--- src/rtl/cpu_mem_arbiter.sv ---
// cpu_mem_arbiter: merges the core's fetch and load/store ports onto one
// shared memory port, one transaction in flight, variable memory latency.
//
// Ports
//   clk, resetn                       clock, async active-low reset
//   inst_req/addr -> inst_rdata/ok    fetch side, ok is a 1-cycle pulse
//   data_req/wr/wstrb/addr/wdata      load/store side
//   data_rdata/data_data_ok           load data and 1-cycle completion
//   mem_req/wr/wstrb/addr/wdata       shared port command (held to ready)
//   mem_ready, mem_rvalid, mem_rdata  shared port handshake and response
//   mem_timeout                       sticky, set on a forced completion
module cpu_mem_arbiter #(
    parameter int ADDR_W    = 32,
    parameter int DATA_W    = 32,
    parameter int DATA_PRIO = 1,
    parameter int TIMEOUT   = 255
) (
    input  logic                clk,
    input  logic                resetn,
    input  logic                inst_req,
    input  logic [ADDR_W-1:0]   inst_addr,
    output logic [DATA_W-1:0]   inst_rdata,
    output logic                inst_data_ok,
    input  logic                data_req,
    input  logic                data_wr,
    input  logic [DATA_W/8-1:0] data_wstrb,
    input  logic [ADDR_W-1:0]   data_addr,
    input  logic [DATA_W-1:0]   data_wdata,
    output logic [DATA_W-1:0]   data_rdata,
    output logic                data_data_ok,
    output logic                mem_req,
    output logic                mem_wr,
    output logic [DATA_W/8-1:0] mem_wstrb,
    output logic [ADDR_W-1:0]   mem_addr,
    output logic [DATA_W-1:0]   mem_wdata,
    input  logic                mem_ready,
    input  logic                mem_rvalid,
    input  logic [DATA_W-1:0]   mem_rdata,
    output logic                mem_timeout
);
    localparam int SW    = DATA_W / 8;
    localparam int CNT_W = (TIMEOUT > 1) ? $clog2(TIMEOUT) : 1;

    typedef enum logic [1:0] {
        S_IDLE,
        S_REQ,
        S_WAIT,
        S_RESP
    } state_t;

    state_t             r_state;
    logic               r_owner;     // 1 = data side owns the transaction
    logic               r_last_data; // owner of the previous grant
    logic               r_mem_req;
    logic               r_wr;
    logic [SW-1:0]      r_wstrb;
    logic [ADDR_W-1:0]  r_addr;
    logic [DATA_W-1:0]  r_wdata;
    logic [CNT_W-1:0]   r_cnt;
    logic [DATA_W-1:0]  r_inst_rdata;
    logic [DATA_W-1:0]  r_data_rdata;
    logic               r_inst_ok;
    logic               r_data_ok;
    logic               r_timeout;

    logic               w_pick_data;
    logic               w_expire;

    // Data wins when it is alone, when it has fixed priority, or when
    // round-robin says the previous grant went to the fetch side.
    assign w_pick_data = data_req &&
        (!inst_req || (DATA_PRIO != 0) || !r_last_data);

    assign w_expire = (TIMEOUT != 0) &&
        (r_cnt == CNT_W'(TIMEOUT - 1));

    always_ff @(posedge clk or negedge resetn) begin
        if (!resetn) begin
            r_state      <= S_IDLE;
            r_owner      <= 1'b0;
            // First tie under round-robin goes to the fetch side.
            r_last_data  <= 1'b1;
            r_mem_req    <= 1'b0;
            r_wr         <= 1'b0;
            r_wstrb      <= '0;
            r_addr       <= '0;
            r_wdata      <= '0;
            r_cnt        <= '0;
            r_inst_rdata <= '0;
            r_data_rdata <= '0;
            r_inst_ok    <= 1'b0;
            r_data_ok    <= 1'b0;
            r_timeout    <= 1'b0;
        end else begin
            unique case (r_state)
                S_IDLE: begin
                    if (inst_req || data_req) begin
                        r_owner     <= w_pick_data;
                        r_last_data <= w_pick_data;
                        r_mem_req   <= 1'b1;
                        r_state     <= S_REQ;
                        if (w_pick_data) begin
                            r_wr    <= data_wr;
                            // Reads never drive strobes onto the port.
                            r_wstrb <= data_wr ? data_wstrb : '0;
                            r_addr  <= data_addr;
                            r_wdata <= data_wdata;
                        end else begin
                            r_wr    <= 1'b0;
                            r_wstrb <= '0;
                            r_addr  <= inst_addr;
                            r_wdata <= '0;
                        end
                    end
                end
                S_REQ: begin
                    if (mem_ready) begin
                        r_mem_req <= 1'b0;
                        r_cnt     <= '0;
                        r_state   <= S_WAIT;
                    end
                end
                S_WAIT: begin
                    if (mem_rvalid || w_expire) begin
                        // Stores keep the previous load data; a forced
                        // completion returns zero to the reader.
                        if (!r_wr) begin
                            if (r_owner) begin
                                r_data_rdata <= mem_rvalid ? mem_rdata : '0;
                            end else begin
                                r_inst_rdata <= mem_rvalid ? mem_rdata : '0;
                            end
                        end
                        if (!mem_rvalid) begin
                            r_timeout <= 1'b1;
                        end
                        r_inst_ok <= !r_owner;
                        r_data_ok <= r_owner;
                        r_state   <= S_RESP;
                    end else begin
                        r_cnt <= r_cnt + CNT_W'(1);
                    end
                end
                S_RESP: begin
                    r_inst_ok <= 1'b0;
                    r_data_ok <= 1'b0;
                    r_state   <= S_IDLE;
                end
                default: begin
                    r_state <= S_IDLE;
                end
            endcase
        end
    end

    assign inst_rdata   = r_inst_rdata;
    assign inst_data_ok = r_inst_ok;
    assign data_rdata   = r_data_rdata;
    assign data_data_ok = r_data_ok;
    assign mem_req      = r_mem_req;
    assign mem_wr       = r_wr;
    assign mem_wstrb    = r_wstrb;
    assign mem_addr     = r_addr;
    assign mem_wdata    = r_wdata;
    assign mem_timeout  = r_timeout;

endmodule

--- config.mk ---
export PLATFORM = sky130hd
export DESIGN_NAME = cpu_mem_arbiter
export DESIGN_NICKNAME = d
export VERILOG_FILES = /design/src/rtl/cpu_mem_arbiter.sv
export SDC_FILE = /design/constraint.sdc
export NUM_CORES = 1
export LEC_CHECK = 0
export ABC_AREA = 1
export ABC_CLOCK_PERIOD_IN_PS = 1960
export BUFFER_PORTS_ARGS = -buffer_cell sky130_fd_sc_hd__buf_2
export CAP_MARGIN = 20
export CORE_MARGIN = 1
export CORE_UTILIZATION = 48
export DETAILED_ROUTE_END_ITERATION = 10
export PLACE_DENSITY = 0.84
export SYNTH_ARGS = -nofsm -noshare
export SYNTH_HDL_FRONTEND = slang
export SYNTH_SLANG_ARGS = --single-unit
--- constraint.sdc ---
create_clock -name clk -period 1.96 [get_ports clk]
set_input_delay 0.098 -clock clk [delete_from_list [all_inputs] [get_ports clk]]
set_output_delay 0.098 -clock clk [all_outputs]
set_load 0.05 [all_outputs]
* Yosys cells after proc, flatten, opt, wreduce, memory -nomap -nowiden
Cells that the tools add are included.
Storage, ports and cells: bits in registers 148, latch bits 0, memory bits (writable) 0, ROM bits 0, output and inout bits 137, word-level logic and storage cells 60, memories 0
Cells by class: add/subtract/negate cells 1, multiply operators 0, div/mod/pow operators 0, order comparisons 0, equality and inequality tests 8, shifts and indexed selects 0, muxes and demuxes 20, bitwise logic cells 3, reduce and logical (&&, ||, !) cells 15
Operators by type and width (count):
- 32-bit two-way mux | 3
- 8-bit two-way mux | 2
- 8-bit case mux with 2 select lines | 1
- 3-bit AND reduction | 4
- 8-bit by 1-bit adder with 8-bit output, second input constant | 1
- 8-bit equality test, second input constant | 1
- 4-bit two-way mux | 2
- 2-bit != test, second input constant | 4
- 2-bit case mux with 4 select lines | 1
- 4-bit AND reduction | 2
- 2-bit two-way mux | 3
- 1-bit case mux with 2 select lines | 3
- 2-bit nonzero test | 3
- 1-bit two-way mux | 5
- 2-bit equality test, second input constant | 2
- 2-bit AND reduction | 2
- 1-bit NOT | 3
- 2-bit by 1-bit equality test with 1-bit output, second input constant | 1
- 2-bit logical NOT | 1
- 1-bit logical OR | 2
- 1-bit logical NOT | 1

* Logic depth before layout (Yosys ltp)
Gate-level depths: netlist (run 1).
depth in word-level cells 4, mapped depth 10

* Worst setup path before layout (run 1)
OpenSTA, ideal clock, no wires.
path type reg-to-reg, start point register r_state[0], end point register r_cnt[5], arrival time 1.446 ns, data required time 1.844 ns, path slack 0.398 ns, cell stages (with the launch flop) 11, buffers on the path 1, period minus slack after synthesis 1.562 ns, path through dfrtp_1 > inv_1 > ha_1 > buf_4 > inv_2 > nor2_1 > nand2_1 > nand2_1 > nand2_2 > nand2_1 > nand2_1
Between the ends: longest elaborated chain between the ends 3
Ends and longest elaborated chain:
- from (decl) | line 51 | state_t r_state;
- from (signal assigned) | line 79 | r_state <= S_IDLE;
- from (signal assigned) | line 101 | r_state <= S_REQ;
- from (signal assigned) | line 120 | r_state <= S_WAIT;
- 2-bit equality test or 2-bit by 1-bit equality test with 1-bit output (tied branches) | line 95 | unique case (r_state)
- 2-bit != test (no line) or 2-bit nonzero test (tied branches)
- 3-bit AND reduction (no line)
- to (signal assigned) | line 141 | r_cnt <= r_cnt + CNT_W'(1);
- to (decl) | line 59 | logic [CNT_W-1:0] r_cnt;
Several ways; a longest one is shown, not always the timed one. A chain may end at the register's enable or synchronous reset.

* Worst setup path in the final report (run 1)
start point register r_state[0], end point register r_addr[21] (netlist: mem_addr[21])
Between the ends: longest elaborated chain between the ends 2
Ends and longest elaborated chain:
- 2-bit logical NOT
- 2-bit AND reduction (no line)
- to (signal assigned) | line 106 | r_addr <= data_addr;
- to (signal assigned) | line 111 | r_addr <= inst_addr;
- to (decl) | line 57 | logic [ADDR_W-1:0] r_addr;
No other way between the ends.

==> results.yml, run 1 <==
outcome:
  status: "finished clean"
worst_setup_path:
  critical_path_arrival_ns: 1.94
  worstPathMaxFanout: 35
  start_kind: "flop"
  critical_path_class: "flop to flop"
  reg2reg_setup_slack_ns: 0.29
  cp-startpoint: "r_state[0]"
  worstPathCellList: "inv_1 > ha_1 > o21ai_4 > buf_4 > o21ai_0"
  r2r-start: "r_state[0]"
  worstPathRequired_ns: 2.23
  endpoint_kind: "flop"
  rr_worst_depth: 5
  crit_slowest_cell: "dfrtp_1"
  r2r_end: "mem_addr[21]"
  slowest_delay_ns: 0.41
global_route:
  grt_max_degree: 65
  grt-ovfl-total: 0
  antenna_found_initial: 0
  track_usage_pct: 29.9
  grt_pass1_vias: 6182
  grt_pass1_wl_um: 31800
sta:
  slew_headroom_pct: 62.7
  tns_ns: 0
  fin_crit_sh_pct: 85.1
  slew_viol_final: 0
  worst_pin_slew_ns: 0.560
  hold_ws_ns: 0.0187
  fmaxAchievable_mhz: 600
  fin_skew_ns: 0.00890
  hold_violations: 0
  fin_crit_ns: 1.67
  rsz0062_at_grt: "no"
  setup-violations-final: 0
cells_and_area:
  final_cell_count_no_fill: 1211
  area_growth_pct: 48.2
  diodes: 0
  nets: 1172
  final_util_pct: 73.9
  post_route_cells_drive_above_1_share_pct: 35.6
synthesis:
  syn_nets: 808
  syn_inst: 662
  synth_commonest_cells: "nand2_1 (206), dfrtp_1 (148), o21ai_0 (59)"
  netlist_area_sq_um: 6390
  synth_ff_type: "dfrtp_1"
  ys_async_sr_fraction_pct: 100
  yosys.area.top_type: "dfrtp_1"
  synth_seq_cells: 148
  synth.distinct_cells: 25
  synth_area_leaders: "dfrtp_1 (58%), nand2_1 (12%), o21ai_2 (5.5%)"
  yosysMostFrequentCell: "nand2_1"
  netlist.area_leader.share_pct: 57.9
  synth_edf_count: 0
  postSynthAreaPerCell_sq_um: 9.66
  yosysSeqAreaShare_pct: 57.9
  ys_warn_count: 0
min_path:
  hold_start: "data_addr[20]"
  hp-class: "input port to flop"
  hold_path_depth: 5
  hold_end: "mem_addr[20]"
place:
  port-buffer-count: 275
  dp_hpwl_um: 12100
  gpl.final_weighted_congestion: 0.816
  dp.cells: 1085
detailed_routing:
  firstDrtPassIters: 6
  vias_per_cell: 5.13
  drtIter0Drc: 487
  totalWireLength_um: 20000
  ant_nets: 0
  drcViolationCount: 0
  vias: 6214
  wl_per_cell_um: 16.5
die:
  die_h_um: 117
  core_area_sq_um: 12800
  pin_count: 276
  start_util_pct: 49.9
  rows: 41
  fp.dieW_um: 117
  dieArea_sq_um: 13800
run:
  maxCapViolations: 0
power_and_ir_drop:
  powerDensity_nw_per_um2: 1800
  ir_worst_vdd_uv: 1070
  p_leak_nw: 5.08
  total_power_mw: 17.1
clocking:
  clockBufferDepth: 2
  htree_num_levels: 4
  insertion_delay_ns: 0.41
  cts-root-buf: "clkbuf_16"
  numCtsBuffers: 17
  clock_sinks: 148
  cts_tree: "yes"
  clk_pin_slew_ns: 0.06
## sequential cells by signal, indices dropped and copies added (netlist names)
register / flops
mem_wdata: 32
inst_rdata: 32
data_rdata: 32
mem_wr: 1
inst_data_ok: 1
data_data_ok: 1
mem_req: 1
mem_wstrb: 4
mem_timeout: 1
r_cnt: 8
r_owner: 1
mem_addr: 32
r_state: 2
## worst max-delay path, delay by kind of cell (launching register included)
family,cells,cell delay [ns]
flops,1,0.41
compound gates,2,0.36
fa+ha+maj,1,0.27
buf+inv,2,0.49
## layer usage
layer	GRT usage (%)	share of wire (%)
met1	33.4	36
met2	50.7	50
met3	7.88	8.8
met4	18.6	5.3
met5	0	0
## power breakdown
part           total [mW]  switching [mW]  internal [mW]
clock                3.39            1.25           2.14
sequential           5.04           0.748           4.29
combinational        8.64            6.53           2.11
## timing repair
action	CTS	global route
buffers inserted	0	0
gates resized for setup	0	2
endpoints found under the setup margin	0	1
hold buffers	94	0
hold endpoints to repair	177	0
## how the worst max path moves through the flow
stage / slack (ns) / endpoint
detailed placement: 0.22 / mem_wstrb[1]
global placement: 0.31 / mem_wstrb[3]
CTS: 0.20 / mem_wstrb[1]
finish: 0.29 / mem_addr[21]
floorplan: 0.40 / r_cnt[5]
global route: 0.13 / mem_addr[21]
## layout by cell type, fill, tap and decap left out, types with 2 or more instances in the layout
cell and instances:
o21ai_1 35, buf_2 274, clkbuf_1 3, nand2_1 206, clkbuf_16 17, bufinv_16 4, nand2_2 4, buf_4 9
buf_12 5, nand3_1 10, clkinv_2 2, a32o_1 4, ha_1 7, inv_6 2, o21ai_2 40, o21bai_1 2
dlygate4sd3_1 94, a21oi_1 3, nor2_1 19, a22o_1 33, o21ai_0 59, dfrtp_1 148, clkinvlp_4 3, inv_1 45
nand3_4 2
## through the flow
step,setup slack [ns],area [sq um]
after global placement,0.311,7920
after CTS,0.198,9480
after floorplan,0.398,6390
after global routing,0.130,9480
final,0.293,9480
after detailed placement,0.222,7920
## layout make-up
class	count	area (sq um)
clock inverter	12	179
sequential	148	3700
timing repair buffer	383	2490
inverter	47	179
clock buffer	20	437
multi-input combinational	429	2270
tap	172	215
fill	849	3350
## cells by family after synthesis
family / after synthesis / share of synthesized area [%]
adders and majority gates: 7 / 1.37
and+or+nand+nor: 244 / 15.4
buffers and inverters: 85 / 6.69
DFF: 148 / 57.9
AOI/OAI and AO/OA: 178 / 18.7
No activity file was read; power rests on OpenSTA's default activity.
==> run 2: changes to the inputs <==
==> constraint.sdc (replaced) <==
create_clock -name clk -period 1.96 [get_ports clk]
set_input_delay 0.196 -clock clk [delete_from_list [all_inputs] [get_ports clk]]
set_output_delay 0.196 -clock clk [all_outputs]
set_load 0.05 [all_outputs]
==> run 2 against run 1 <==
Effect of this change: utilization decreased by 5.5 points; register-to-register slack got worse by 0.11 ns; critical path depth unchanged; sequential power about the same; final cell count decreased by 5.3%; final area decreased by 7.4%; first-iteration DRC count decreased by 26%; sequential share of layout area increased by 3.1 points; hold slack improved by 0.0037 ns; total power decreased by 2.6%; largest cell class unchanged; largest power group unchanged; highest routed layer unchanged.
==> results.yml, run 2 (same netlist as run 1, synthesis figures left out) <==
outcome:
  status: "finished clean"
clocking:
  numCtsBuffers: 17
  clk_pin_slew_ns: 0.06
  htree_num_levels: 4
  insertion_delay_ns: 0.42
  clockBufferDepth: 2
  cts-root-buf: "clkbuf_16"
  cts_setup_buffers: 0
  cts_tree: "yes"
  clock_sinks: 148
sta:
  setup-violations-final: 0
  worst_pin_slew_ns: 0.652
  slew_viol_final: 0
  fin_skew_ns: 0.00698
  fin_crit_ns: 1.77
  fin_crit_sh_pct: 90.6
  fmaxAchievable_mhz: 563
  hold_ws_ns: 0.0224
  hold_violations: 0
  rsz0062_at_grt: "no"
  slew_headroom_pct: 56.5
  tns_ns: 0
cells_and_area:
  nets: 1108
  mostFrequentLayoutCells: "buf_2 (274), nand2_1 (206), dfrtp_1 (148), o21ai_0 (59), inv_1 (45)"
  area_growth_pct: 37.2
  post_route_cells_drive_above_1_share_pct: 38.3
  final_cell_count_no_fill: 1147
  fill_cells: 955
  layout_commonest_cell: "buf_2"
die:
  fp.dieW_um: 117
  start_util_pct: 49.9
  pin_count: 276
  core_area_sq_um: 12800
  die_h_um: 117
  dieArea_sq_um: 13800
  rows: 41
power_and_ir_drop:
  total_power_mw: 16.6
  ir_worst_vdd_uv: 949
  powerDensity_nw_per_um2: 1890
  p_leak_nw: 4.79
detailed_routing:
  drcViolationCount: 0
  vias: 5812
  totalWireLength_um: 17800
  vias_per_cell: 5.07
  wl_per_cell_um: 15.5
  drtIter0Drc: 362
  firstDrtPassIters: 5
  ant_nets: 0
min_path:
  hp-class: "input port to flop"
place:
  dp_hpwl_um: 11900
  gpl.final_weighted_congestion: 0.830
  port-buffer-count: 275
  dp.cells: 1087
worst_setup_path:
  critical_path_class: "flop to flop"
  start_kind: "flop"
  worstPathRequired_ns: 2.31
  critical_path_arrival_ns: 2.12
  endpoint_kind: "flop"
  reg2reg_setup_slack_ns: 0.19
  worstPathMaxFanout: 37
run:
  maxCapViolations: 0
global_route:
  grt_max_degree: 56
  antenna_found_initial: 1
  grt_pass1_vias: 5606
  grt-ovfl-total: 0
  grt_pass1_wl_um: 28500
  track_usage_pct: 26.9
-- run 2: cell types whose count changed in the layout (fill, tap and decap cells not counted), sizes merged --
cell,before,now
buf,289,291
clkbuf,20,22
diode,0,1
inv,49,47
dlygate4sd3,94,28
clkinv,3,5
clkinvlp,3,2
bufinv,4,2
-- run 2: area by class of cell --
| cell class | count | area, sq um | area share, % |
|---|---|---|---|
| antenna | 1 | 2.50 | 0.0285 |
| clock buffer | 22 | 474 | 5.41 |
| clock inverter | 9 | 104 | 1.18 |
| inverter | 47 | 176 | 2.01 |
| multi-input combinational | 429 | 2280 | 26.0 |
| sequential | 148 | 3700 | 42.2 |
| tap | 172 | 215 | 2.45 |
| timing repair buffer | 319 | 1820 | 20.8 |
-- run 2: metrics by stage --
step,area (sq um),util (%),setup WS [ns]
3_5_place_dp,7910,61.7,0.176
6_report,8770,68.4,0.185
2_1_floorplan,6390,-,0.398
4_1_cts,8750,68.2,0.169
3_3_place_gp,7910,61.7,0.233
5_1_grt,8770,68.4,0.0454
-- run 2: worst max-delay path, cell delays in order, from the launching register on --
cell and delay (ns):
dfrtp_1 0.40, inv_1 0.13, ha_1 0.28, nand2_1 0.11
inv_2 0.50, a22o_1 0.28
-- run 2: per-layer routing --
layer / up-vias / wire (um) / part of all wire [%] / global-route usage, %
li1: 2780 / - / - / -
met1: 2667 / 6870 / 39 / 30.6
met2: 309 / 8750 / 49 / 44.8
met3: 56 / 1370 / 7.7 / 8.80
met4: 0 / 815 / 4.6 / 14.7
met5: - / 0 / 0 / 0
-- run 2: what timing repair did --
item                                   in CTS  in global routing
resized for setup                           0                  1
setup endpoints to repair                   0                  8
endpoints found under the hold margin      68                  2
hold buffers                               26                  2
-- run 2: power by group --
group          switching (mW)  leakage [nW]  internal (mW)  total [mW]
clock network            1.21         0.282           1.96        3.17
registers               0.733          1.91           4.29        5.03
logic                    6.43          2.60           2.00        8.43
total                    8.37          4.79           8.26        16.6
-- run 2: worst paths after layout --
path                               startpoint             end  cells past startpoint
worst max-delay path               r_state[1]    mem_wdata[1]                      5
worst min-delay path            data_wdata[2]    mem_wdata[2]                      2
worst max register to register     r_state[1]    mem_wdata[1]                      5
worst min register to register  inst_rdata[0]   inst_rdata[0]                      2
max in group asynchronous              resetn    mem_addr[10]                      3
min in group asynchronous              resetn  inst_rdata[10]                      2
